**src/rtl/pattern_pkg.sv**
```systemverilog
// Shared definitions for the 16-bit test-pattern source and checker: modes, PRBS-15 taps,
// checker state encoding and the next-word predictor.
package pattern_pkg;

  localparam logic [1:0] MODE_CNT  = 2'd0;
  localparam logic [1:0] MODE_PRBS = 2'd1;

  localparam int PRBS_TAP_LO = 13;
  localparam int PRBS_TAP_HI = 14;

  typedef enum logic [1:0] {
    ST_IDLE   = 2'd0,
    ST_SEED   = 2'd1,
    ST_ACQ    = 2'd2,
    ST_LOCKED = 2'd3
  } state_t;

  // Reserved modes return the word unchanged; the checker never predicts in them.
  function automatic logic [15:0] next_word(input logic [1:0] mode, input logic [15:0] v);
    logic [15:0] nxt;
    nxt = v;
    if (mode == MODE_CNT) begin
      nxt = v + 16'd1;
    end else if (mode == MODE_PRBS) begin
      nxt = {1'b0, v[13:0], v[PRBS_TAP_LO] ^ v[PRBS_TAP_HI]};
    end
    return nxt;
  endfunction

endpackage

```
**src/rtl/pattern_checker_16b_if.sv**
```systemverilog
// Pattern-checker bus: stimulus from the receive path (master) and status back from the checker (slave).
interface pattern_checker_16b_if #(
  parameter int W     = 16,
  parameter int CNT_W = 32
);
  logic             en;
  logic [1:0]       mode;
  logic [W-1:0]     din;
  logic             din_vld;
  logic             lock;
  logic             err;
  logic [CNT_W-1:0] word_cnt;
  logic [CNT_W-1:0] err_cnt;
  logic [CNT_W-1:0] bit_err_cnt;

  modport master (
    output en, mode, din, din_vld,
    input  lock, err, word_cnt, err_cnt, bit_err_cnt
  );

  modport slave (
    input  en, mode, din, din_vld,
    output lock, err, word_cnt, err_cnt, bit_err_cnt
  );
endinterface

```
**src/rtl/pattern_checker_16b_popcount.sv**
```systemverilog
// Combinational 16-bit population count, 5-bit result; no latency, no flow control.
module popcount_16 (
  input  logic [15:0] d,
  output logic [4:0]  cnt
);

  always_comb begin
    cnt = '0;
    for (int i = 0; i < 16; i++) begin
      cnt = cnt + 5'(d[i]);
    end
  end

endmodule

```
**src/rtl/pattern_checker_16b.sv**
```systemverilog
// Self-synchronising counter / PRBS-15 checker; lock and err are registered one cycle after the
// causing word, and all state holds on cycles without din_vld (no backpressure is exerted).
module pattern_checker_16b
  import pattern_pkg::*;
#(
  parameter int W        = 16,
  parameter int LOCK_CNT = 8,
  parameter int LOSS_CNT = 4,
  parameter int CNT_W    = 32
) (
  input  logic                 CLK,
  input  logic                 CLEAR,
  pattern_checker_16b_if.slave bus
);

  localparam int GOOD_W = $clog2(LOCK_CNT + 1);
  localparam int BAD_W  = $clog2(LOSS_CNT + 1);
  localparam int SUM_W  = ((CNT_W > 5) ? CNT_W : 5) + 1;
  localparam logic [SUM_W-1:0] CNT_MAX_EXT = SUM_W'({CNT_W{1'b1}});

  state_t             state_q, state_nxt;
  logic [1:0]         mode_q, mode_nxt;
  logic [W-1:0]       ref_q, ref_nxt;
  logic [W-1:0]       exp_q, exp_nxt;
  logic [GOOD_W-1:0]  good_q, good_nxt;
  logic [BAD_W-1:0]   bad_q, bad_nxt;
  logic               lock_q;
  logic               err_q, err_nxt;
  logic [CNT_W-1:0]   word_cnt_q, word_cnt_nxt;
  logic [CNT_W-1:0]   err_cnt_q, err_cnt_nxt;
  logic [CNT_W-1:0]   bit_err_cnt_q, bit_err_cnt_nxt;

  logic [W-1:0]       pred_ref;
  logic [W-1:0]       pred_exp;
  logic [W-1:0]       diff;
  logic [4:0]         bit_errs;
  logic [SUM_W-1:0]   bit_sum;
  logic               cfg_ok;

  function automatic logic [CNT_W-1:0] sat_inc(input logic [CNT_W-1:0] c);
    return (&c) ? c : c + CNT_W'(1);
  endfunction

  assign pred_ref = next_word(mode_q, ref_q);
  assign pred_exp = next_word(mode_q, exp_q);
  assign diff     = bus.din ^ pred_exp;
  assign bit_sum  = SUM_W'(bit_err_cnt_q) + SUM_W'(bit_errs);
  assign cfg_ok   = bus.en && (bus.mode == mode_q);

  popcount_16 u_popcount (
    .d   (diff),
    .cnt (bit_errs)
  );

  always_comb begin
    state_nxt       = state_q;
    mode_nxt        = mode_q;
    ref_nxt         = ref_q;
    exp_nxt         = exp_q;
    good_nxt        = good_q;
    bad_nxt         = bad_q;
    err_nxt         = 1'b0;
    word_cnt_nxt    = word_cnt_q;
    err_cnt_nxt     = err_cnt_q;
    bit_err_cnt_nxt = bit_err_cnt_q;

    if (state_q == ST_IDLE) begin
      if (bus.en && (bus.mode < 2'd2)) begin
        mode_nxt  = bus.mode;
        state_nxt = ST_SEED;
      end
    end else if (!cfg_ok) begin
      state_nxt = ST_IDLE;
    end else if (bus.din_vld) begin
      unique case (state_q)
        ST_SEED: begin
          // An all-zero PRBS register is the lock-up state, so it cannot seed the predictor.
          if (!((mode_q == MODE_PRBS) && (bus.din == '0))) begin
            ref_nxt   = bus.din;
            good_nxt  = '0;
            state_nxt = ST_ACQ;
          end
        end
        ST_ACQ: begin
          ref_nxt = bus.din;
          if (bus.din == pred_ref) begin
            if (good_q == GOOD_W'(LOCK_CNT - 1)) begin
              good_nxt  = '0;
              bad_nxt   = '0;
              exp_nxt   = bus.din;
              state_nxt = ST_LOCKED;
            end else begin
              good_nxt = good_q + GOOD_W'(1);
            end
          end else begin
            good_nxt = '0;
          end
        end
        ST_LOCKED: begin
          // Flywheel on the prediction so one corrupt word does not derail the following ones.
          exp_nxt      = pred_exp;
          word_cnt_nxt = sat_inc(word_cnt_q);
          if (diff != '0) begin
            err_nxt         = 1'b1;
            err_cnt_nxt     = sat_inc(err_cnt_q);
            bit_err_cnt_nxt = (bit_sum > CNT_MAX_EXT) ? '1 : bit_sum[CNT_W-1:0];
            if (bad_q == BAD_W'(LOSS_CNT - 1)) begin
              bad_nxt   = '0;
              state_nxt = ST_SEED;
            end else begin
              bad_nxt = bad_q + BAD_W'(1);
            end
          end else begin
            bad_nxt = '0;
          end
        end
        default: state_nxt = ST_IDLE;
      endcase
    end
  end

  always_ff @(posedge CLK) begin
    if (CLEAR) begin
      state_q       <= ST_IDLE;
      mode_q        <= MODE_CNT;
      ref_q         <= '0;
      exp_q         <= '0;
      good_q        <= '0;
      bad_q         <= '0;
      lock_q        <= 1'b0;
      err_q         <= 1'b0;
      word_cnt_q    <= '0;
      err_cnt_q     <= '0;
      bit_err_cnt_q <= '0;
    end else begin
      state_q       <= state_nxt;
      mode_q        <= mode_nxt;
      ref_q         <= ref_nxt;
      exp_q         <= exp_nxt;
      good_q        <= good_nxt;
      bad_q         <= bad_nxt;
      lock_q        <= (state_nxt == ST_LOCKED);
      err_q         <= err_nxt;
      word_cnt_q    <= word_cnt_nxt;
      err_cnt_q     <= err_cnt_nxt;
      bit_err_cnt_q <= bit_err_cnt_nxt;
    end
  end

  assign bus.lock        = lock_q;
  assign bus.err         = err_q;
  assign bus.word_cnt    = word_cnt_q;
  assign bus.err_cnt     = err_cnt_q;
  assign bus.bit_err_cnt = bit_err_cnt_q;

endmodule
```
**src/flat_wrapper.sv**
```systemverilog
// flat-port wrapper written by rule: the top's interface ports become plain ports
module pattern_checker_16b_flat import pattern_pkg::*;
#(
  parameter int W        = 16,
  parameter int LOCK_CNT = 8,
  parameter int LOSS_CNT = 4,
  parameter int CNT_W    = 32
)
  (CLK, CLEAR, bus_en, bus_mode, bus_din, bus_din_vld, bus_lock, bus_err, bus_word_cnt, bus_err_cnt, bus_bit_err_cnt);
  pattern_checker_16b_if #(.W(W), .CNT_W(CNT_W)) bus_i ();
  input  logic CLK;
  input  logic CLEAR;
  input wire logic [$bits(bus_i.en)-1:0] bus_en;
  input wire logic [$bits(bus_i.mode)-1:0] bus_mode;
  input wire logic [$bits(bus_i.din)-1:0] bus_din;
  input wire logic [$bits(bus_i.din_vld)-1:0] bus_din_vld;
  output wire logic [$bits(bus_i.lock)-1:0] bus_lock;
  output wire logic [$bits(bus_i.err)-1:0] bus_err;
  output wire logic [$bits(bus_i.word_cnt)-1:0] bus_word_cnt;
  output wire logic [$bits(bus_i.err_cnt)-1:0] bus_err_cnt;
  output wire logic [$bits(bus_i.bit_err_cnt)-1:0] bus_bit_err_cnt;
  assign bus_i.en = bus_en;
  assign bus_i.mode = bus_mode;
  assign bus_i.din = bus_din;
  assign bus_i.din_vld = bus_din_vld;
  assign bus_lock = bus_i.lock;
  assign bus_err = bus_i.err;
  assign bus_word_cnt = bus_i.word_cnt;
  assign bus_err_cnt = bus_i.err_cnt;
  assign bus_bit_err_cnt = bus_i.bit_err_cnt;
  pattern_checker_16b #(.W(W), .LOCK_CNT(LOCK_CNT), .LOSS_CNT(LOSS_CNT), .CNT_W(CNT_W)) u_core (.CLK(CLK), .CLEAR(CLEAR), .bus(bus_i));
endmodule
```
**config.mk**
```make
export PLATFORM = sky130hd
export DESIGN_NAME = pattern_checker_16b_flat
export DESIGN_NICKNAME = d
export VERILOG_FILES = /design/src/rtl/pattern_pkg.sv /design/src/rtl/pattern_checker_16b_if.sv /design/src/rtl/pattern_checker_16b_popcount.sv /design/src/rtl/pattern_checker_16b.sv /design/src/flat_wrapper.sv
export SDC_FILE = /design/constraint.sdc
export NUM_CORES = 1
export LEC_CHECK = 0
export ABC_AREA = 1
export BUFFER_PORTS_ARGS = -buffer_cell sky130_fd_sc_hd__buf_2
export CAP_MARGIN = 30
export CORE_ASPECT_RATIO = 2
export CORE_UTILIZATION = 55
export CTS_BUF_LIST = sky130_fd_sc_hd__clkbuf_4 sky130_fd_sc_hd__clkbuf_8
export CTS_CLUSTER_SIZE = 14
export DETAILED_ROUTE_END_ITERATION = 8
export PLACE_DENSITY = 0.87
export REMOVE_ABC_BUFFERS = 1
export SYNTH_ARGS = -nofsm -noshare
export SYNTH_HDL_FRONTEND = slang
export SYNTH_HIERARCHICAL = 1
export SYNTH_SLANG_ARGS = --single-unit
```
**constraint.sdc**
```tcl
create_clock -name CLK -period 7.65 [get_ports CLK]
set_input_delay 0.3825 -clock CLK [delete_from_list [all_inputs] [get_ports CLK]]
set_output_delay 0.3825 -clock CLK [all_outputs]
set_load 0.05 [all_outputs]
```
==> results summary, run 1 <==
The data required time of the worst path came out at 8020 ps. Counting flops with a built-in enable in the synthesized netlist gives 0. The total via count in the routed design is 11812. Buffers inserted during clock tree synthesis total 17.

Dividing the detail-routed wire length by the instance count gives 17.7 um. Using the TritonRoute via totals, the vias-per-cell ratio works out to 5.79. The final count of hold timing violations came out at 0. The relative area change from synthesis to final layout is 10.3%. Summing internal, switching and leakage power gives 1.97 mW. The count of buffers added on input and output ports is 119.

The largest vdd supply drop is 0.000132 V. The transition time of the tightest slew-check pin is 1050 ps. The design area is 12000 um^2. The first TritonRoute pass finished after 6 iterations. The number of gates resized after cts came out at 0. The count of non-filler cells in the finished layout came out at 2039. The tree is rooted in a clkbuf_8. The number of rows in the core area came out at 72. The worst slew slack as a fraction of its limit came out at 29.8%. TritonCTS built the clock tree. The post-layout utilization of the core came out at 61.8%.

The routability congestion estimate from global placement came out at 1.01. The clock latency reported for the late side of the worst-skew pair came out at 470 ps. The maximum level of the CTS H-tree is 4. The setup check on the worst reg-to-reg path leaves a slack of 750 ps. The cell area after placement is 11500 um^2. The endpoint arrival time on the critical path is 7270 ps. After floorplanning, the core was sized to cover 19400 um^2. The number of post-CTS setup repair buffers came out at 0. Of all nets on the critical path, the largest fanout is 18. The synthesized instance count is 1676.

The setup TNS is 0 ps. The most used flip-flop cell after synthesis is dfxtp_1. The number of antenna diodes in the final layout is 0. The total DRC errors in the routed layout came out at 0.

The number of distinct library cell variants in the gate-level netlist after synthesis is 63. The clock transition at the register clock pins on the worst setup and hold paths after CTS is 90 ps. Setup violations remaining at the end of the flow were counted as 0.

After detailed routing, no signal wire sits above met4. Counting flops with an async set or reset pin after synthesis yields a share of 0%. The overall global routing resource usage came out at 36.6%.

The net total in the final layout is 1822. The run finished with clean final reports. Setup repair after global routing left no endpoint under its margin.

The post-synthesis average cell area is 6.47 um^2. The number of antenna violations at the first check in global routing was 0. The number of DRC markers after the initial detailed-route iteration is 759.

The routed wire length came out at 36000 um. The number of nets with antenna violations after detailed routing is 0. Hold timing on the final database bottoms out at a slack of 154 ps. The share of synthesized area occupied by flip-flops and latches came out at 26.0%. The count of maximum capacitance violations is 0.

During I/O placement, the number of pins put on the boundary was 120. The count of final max-slew check failures was 0. The shortest clock period the worst path allows after layout came out at 6900 ps. The cell count after placement is 2006. The initial utilization of the core area, before any placement, comes to 56.0%.

The worst setup path is of the reg2reg kind. The horizontal die dimension is 101 um. The worst-case clock buffer depth is 2. The endpoint class of the critical path is a register. The placed wire-length estimate after detailed placement is 26600 um. The number of global-route vias before repair came out at 11567. Across all setup checks in the final design, the least slack found is 752 ps. The worst hold-check path type is in2reg. The total congestion overflow after global routing came out at 0.

The area of the mapped netlist came out at 10800 um^2. The die covers 20300 um^2. STA classifies the critical path startpoint as a register.

The post-route clock period utilization came out at 90.2%. The setup clock skew after layout is 15.8 ps. The number of synthesis warnings is 6. The standby leakage power is 4.79 nW.

The clock sink count came out at 141. The first-pass GRT wire length came out at 57200 um. Of the cells placed in the final design, the portion with a size suffix greater than 1 is 16.2%. Timing analysis after detailed placement gives a worst setup slack of 940 ps. The register bit total from synthesis came out at 141. The vertical die dimension is 201 um. The met3 wire length is 2280 um. The number of hold buffers added after cts came out at 0. The sum of routed wire segments on met1 came out at 12200 um. The power density normalized to cell area came out at 164 nW/um^2. Static timing analysis puts the maximum clock frequency at 145 MHz.

In the detailed route, the total length drawn on met2 is 18600 um. The maximum number of pins on one net before global-route repair came out at 75.
state kept, by name (all words and copies together) (netlist names):
name and count:
u_core/exp_q 16, u_core/good_q 4, u_core/bus.err_cnt 32, u_core/bus.bit_err_cnt 32, u_core/bus.err 1, u_core/state_q 2
u_core/ref_q 16, u_core/bus.word_cnt 32, u_core/mode_q 2, u_core/bus.lock 1, u_core/bad_q 3
cells in the final DEF, fill, tap and decap left out, types with 5 or more instances in the layout:
| cell type | netlist | routed |
|---|---|---|
| nor2_1 | 137 | 137 |
| nor3_1 | 53 | 53 |
| o22ai_1 | 23 | 23 |
| a31oi_1 | 6 | 6 |
| xnor2_1 | 26 | 26 |
| a21oi_1 | 91 | 91 |
| xor2_1 | 46 | 46 |
| nand3b_1 | 6 | 6 |
| o21ai_0 | 75 | 75 |
| nor2_4 | 9 | 9 |
| nand3_1 | 123 | 123 |
| nand2_1 | 439 | 439 |
| dfxtp_1 | 141 | 141 |
| o21ai_1 | 10 | 10 |
| nand4_1 | 45 | 45 |
| clkbuf_8 | 0 | 21 |
| nor4_1 | 25 | 25 |
| inv_2 | 9 | 9 |
| nor2_2 | 10 | 10 |
| a21oi_2 | 29 | 29 |
| buf_4 | 9 | 11 |
| buf_2 | 10 | 118 |
| fa_1 | 11 | 11 |
| nand2_2 | 44 | 44 |
| nand3_2 | 5 | 5 |
| ha_1 | 22 | 22 |
| inv_1 | 186 | 186 |
worst paths after layout:
check                                       from                         end  depth (start not counted)
worst max register to register  u_core/mode_q[1]  u_core/bus.bit_err_cnt[25]                         27
worst min register to register   u_core/bad_q[2]             u_core/bad_q[2]                          2
worst min-delay path                       CLEAR             u_core/exp_q[8]                          2
worst max-delay path            u_core/mode_q[1]  u_core/bus.bit_err_cnt[25]                         27
cell type report:
cell class	count	area (um^2)
sequential	141	2820
clock inverter	9	158
tap	259	324
inverter	200	756
multi-input combinational	1277	6900
fill	1871	7400
clock buffer	23	304
timing repair buffer	130	701
layer usage:
| metal | up-vias | track usage (%) |
|---|---|---|
| met2 | 517 | 64.7 |
| met4 | 0 | 30.1 |
| met5 | - | 0 |
| li1 | 5662 | - |
| met3 | 191 | 8.64 |
| met1 | 5442 | 34.8 |
worst max-delay path, cell delays in order (launching register included):
cell and delay, ps:
dfxtp_1 600, inv_2 60, nand2_1 200, buf_4 260, o21ai_1 80, inv_1 80
nand2_1 70, nand2_1 80, nand2_1 80, fa_1 610, inv_1 90, fa_1 510
fa_1 560, fa_1 410, inv_1 70, ha_1 180, inv_1 60, fa_1 410
xnor2_1 160, ha_1 370, nand3_1 120, nand2_1 120, a21oi_1 170, nor3_2 300
nand3_1 600, nand2_1 230, nand2_1 80, a21oi_1 210
power by group:
group | internal, mW | switching (mW) | total [mW]
logic | 0.200 | 0.324 | 0.524
registers | 0.735 | 0.00305 | 0.738
clock network | 0.398 | 0.307 | 0.705
total | 1.33 | 0.634 | 1.97
synth_stat cells, drive strengths merged, types with 5 or more instances:
cell      n  share of area [%]
nand3b    7               0.60
fa       11                2.0
inv     197                6.9
o21ai    86                4.0
nand3   129                6.3
nor2    157                6.4
o22ai    23                1.3
clkbuf   27               0.93
nor4     25                1.4
a21oi   120                6.5
xnor2    26                2.1
buf      31                2.5
nor3     57                2.9
nand2   486                 18
xor2     47                3.9
a31oi     6               0.35
ha       22                2.5
nand4    46                2.8
dfxtp   141                 26
o21bai    5               0.38
cells by family after synthesis:
logic type / synth area share (%)
fa+ha+maj: 4.57
simple gates: 39.3
xor+xnor: 5.97
compound gates: 13.7
buf+inv: 10.4
flops: 26.0
Note: power is estimated with default switching activity, not from simulation.
==> run 2, diff against run 1 <==
- PLACE_DENSITY: 0.87 -> 0.9
- clock period: 7.65 -> 6.05 ns (I/O delays scaled with it)
==> run 2 against run 1 <==
Compared with the run above: the flow now finishes with violations (setup timing); cell count up 2.2%; sequential cell count unchanged; sequential power up 26%; wire length rose by 7.5%; register-to-register slack worse by 840 ps; critical path type unchanged; largest cell class unchanged; highest routed layer is now met5.
==> results summary, run 2 (synthesized netlist as in run 1, its figures left out) <==
The clock net in this run drives a total of 141 sinks. The vertical die dimension is 201 um. The placed wire-length estimate after detailed placement is 27600 um. The cell count after placement came out at 2035.

The checks that failed: setup timing. The H-tree generated during clock tree synthesis spans 4 levels. The startpoint-to-endpoint class of the critical path is reg2reg. The largest delay contributor family on the critical path is adder cells. The number of global-route vias before repair came out at 11508. The number of nets with antenna violations after detailed routing came out at 0.

The number of hold buffers added after cts came out at 0. The largest vdd supply drop came out at 0.000243 V. The standby leakage power is 5.09 nW. After detailed routing, the average wire length per cell comes to 18.6 um. 120 I/O pins were placed. The endpoint class of the critical path is a register. The number of DRC markers after the initial detailed-route iteration is 921.

The routed wire length came out at 38800 um. The relative area change from synthesis to final layout is 16.0%. The transition time of the tightest slew-check pin is 1020 ps. The buffer and inverter count on the worst path is 9.

The layout cell share with drive strength beyond 1 is 21.8%. After detailed placement, the total cell area comes to 11700 um^2. The final count of hold timing violations was 0. The total overflow left after global routing is 0. The count of final max-slew check failures is 0. The most common cell after layout, fill and taps aside is nand2_1. The number of rows in the core area is 72. Setup repair after global routing could not meet its margin everywhere. TritonCTS built the clock tree.

The top fanout value on the critical path came out at 10. The post-route clock period utilization came out at 101%. The via-per-instance ratio came out at 6.01.

The flow ran to the end, but the final reports show violations. The starting density of the core came out at 56.0%. The total die area is 20300 um^2. The data required time of the worst path came out at 6380 ps. The count of non-filler cells in the finished layout is 2083. Max-cap violations in this run came to 0. The worst-case setup margin in the final layout is -87.9 ps. The clock passes through at most 2 buffers. The first-pass GRT wire length is 57700 um.

The count of input and output buffers came out at 119. The total via count in the routed design came out at 12512. Derived from the worst setup path, the maximum achievable clock frequency is 163 MHz. Clock-pin slew was measured on the worst setup and hold paths at 100 ps. The antenna diode count came out at 0. STA classifies the critical path startpoint as a register. The endpoint arrival time on the critical path is 6470 ps. The overall global routing resource usage came out at 37.7%. After detailed routing, the number of remaining DRC violations is 0. The total CTS buffers came out at 17.

For this design, the slowest cell found on the critical path is fa_2. The number of detailed-route iterations in the first pass came out at 8. The maximum number of pins on one net before global-route repair is 51. The power density normalized to cell area came out at 210 nW/um^2. The highest cell delay on the worst timing path came out at 610 ps. The tree is rooted in a clkbuf_8.

The most frequent cell on the critical path is nand2_1. The clock reaches the later pin of the worst-skew pair after 480 ps. The tightest min-delay check is of the in2reg type. The design area is 12600 um^2.

The total area inside the core boundary comes to 19400 um^2. The number of antenna violations at the first check in global routing came out at 1. The shortest clock period the worst path allows after layout came out at 6140 ps. Leaving out fill and tap cells, the most frequent cells in the layout are nand2_1, inv_1, nor2_1.

The die is 101 um wide. The final setup violation count is 3. The worst slew slack as a fraction of its limit is 31.9%.

The net total in the final layout came out at 1866. The congestion estimate from routability-driven global placement came to 1.02. Between clock sinks in the finished design, the worst skew comes to 21.8 ps.
==> run 2: cell types whose count changed in the layout (fill, tap and decap cells not counted), sizes merged <==
cell	change
bufinv	-3
clkinv	+3
clkbuf	-1
clkinvlp	+2
buf	+43
==> run 2: report_power, final <==
part           internal (mW)  switching, mW
logic                  0.410          0.555
registers              0.929        0.00391
clock network          0.352          0.388
total                   1.69          0.947
==> run 2: final cells by class <==
class                   count  area [um^2]
clock inverters            11         93.8
inverters                 200          756
well taps                 259          324
fillers                  1739         6790
flip-flops and latches    141         2840
repair buffers            174         1070
clock buffers              21          277
multi-input cells        1277         7230
==> run 2: worst register-to-register path: cells and delay by family, from the launching register on <==
| kind | cells | cell delay (ps) |
|---|---|---|
| AO/OA/AOI/OAI | 3 | 300 |
| XOR/XNOR | 2 | 380 |
| buffers and inverters | 9 | 900 |
| flip-flops | 1 | 380 |
| AND/OR/NAND/NOR | 10 | 1100 |
| adder cells (fa/ha/maj) | 7 | 2920 |
==> run 2: final timing paths <==
| kind | from | endpoint | slack (ps) | cells past startpoint |
|---|---|---|---|---|
| setup reg to reg | u_core/mode_q[1] | u_core/bus.bit_err_cnt[30] | -90 | 31 |
| setup / recovery | u_core/mode_q[1] | u_core/bus.bit_err_cnt[30] | -90 | 31 |
| hold / removal | bus_mode[0] | u_core/mode_q[0] | 150 | 3 |
| hold reg to reg | u_core/bad_q[2] | u_core/bad_q[2] | 440 | 2 |
==> run 2: per-stage QoR <==
stage	power, mW	worst slack, ps	hold slack, ps	setup TNS (ps)	util, %
final	2.64	-87.9	151	-114	65.0
after global routing	2.77	-305	151	-4630	65.0
after CTS	2.37	3.12	136	0	62.5
after detailed placement	1.62	-157	436	-290	60.4
after global placement	1.57	26.5	432	0	60.4
after floorplan	1.43	-344	365	-3450	-
==> run 2: repair_timing <==
item / CTS / global route
setup buffers: 1 / 14
resized for setup: 4 / 91
cloned: 0 / 1
pin swaps: 2 / 35
endpoints found under the setup margin: 8 / 32
==> run 2: routing by layer <==
layer | share of wire, % | routed length, um | global-route usage, %
met5 | 0.034 | 13 | 0
met4 | 10 | 3990 | 34.3
met3 | 7.6 | 2950 | 9.61
met2 | 51 | 19800 | 65.5
met1 | 31 | 12000 | 34.8
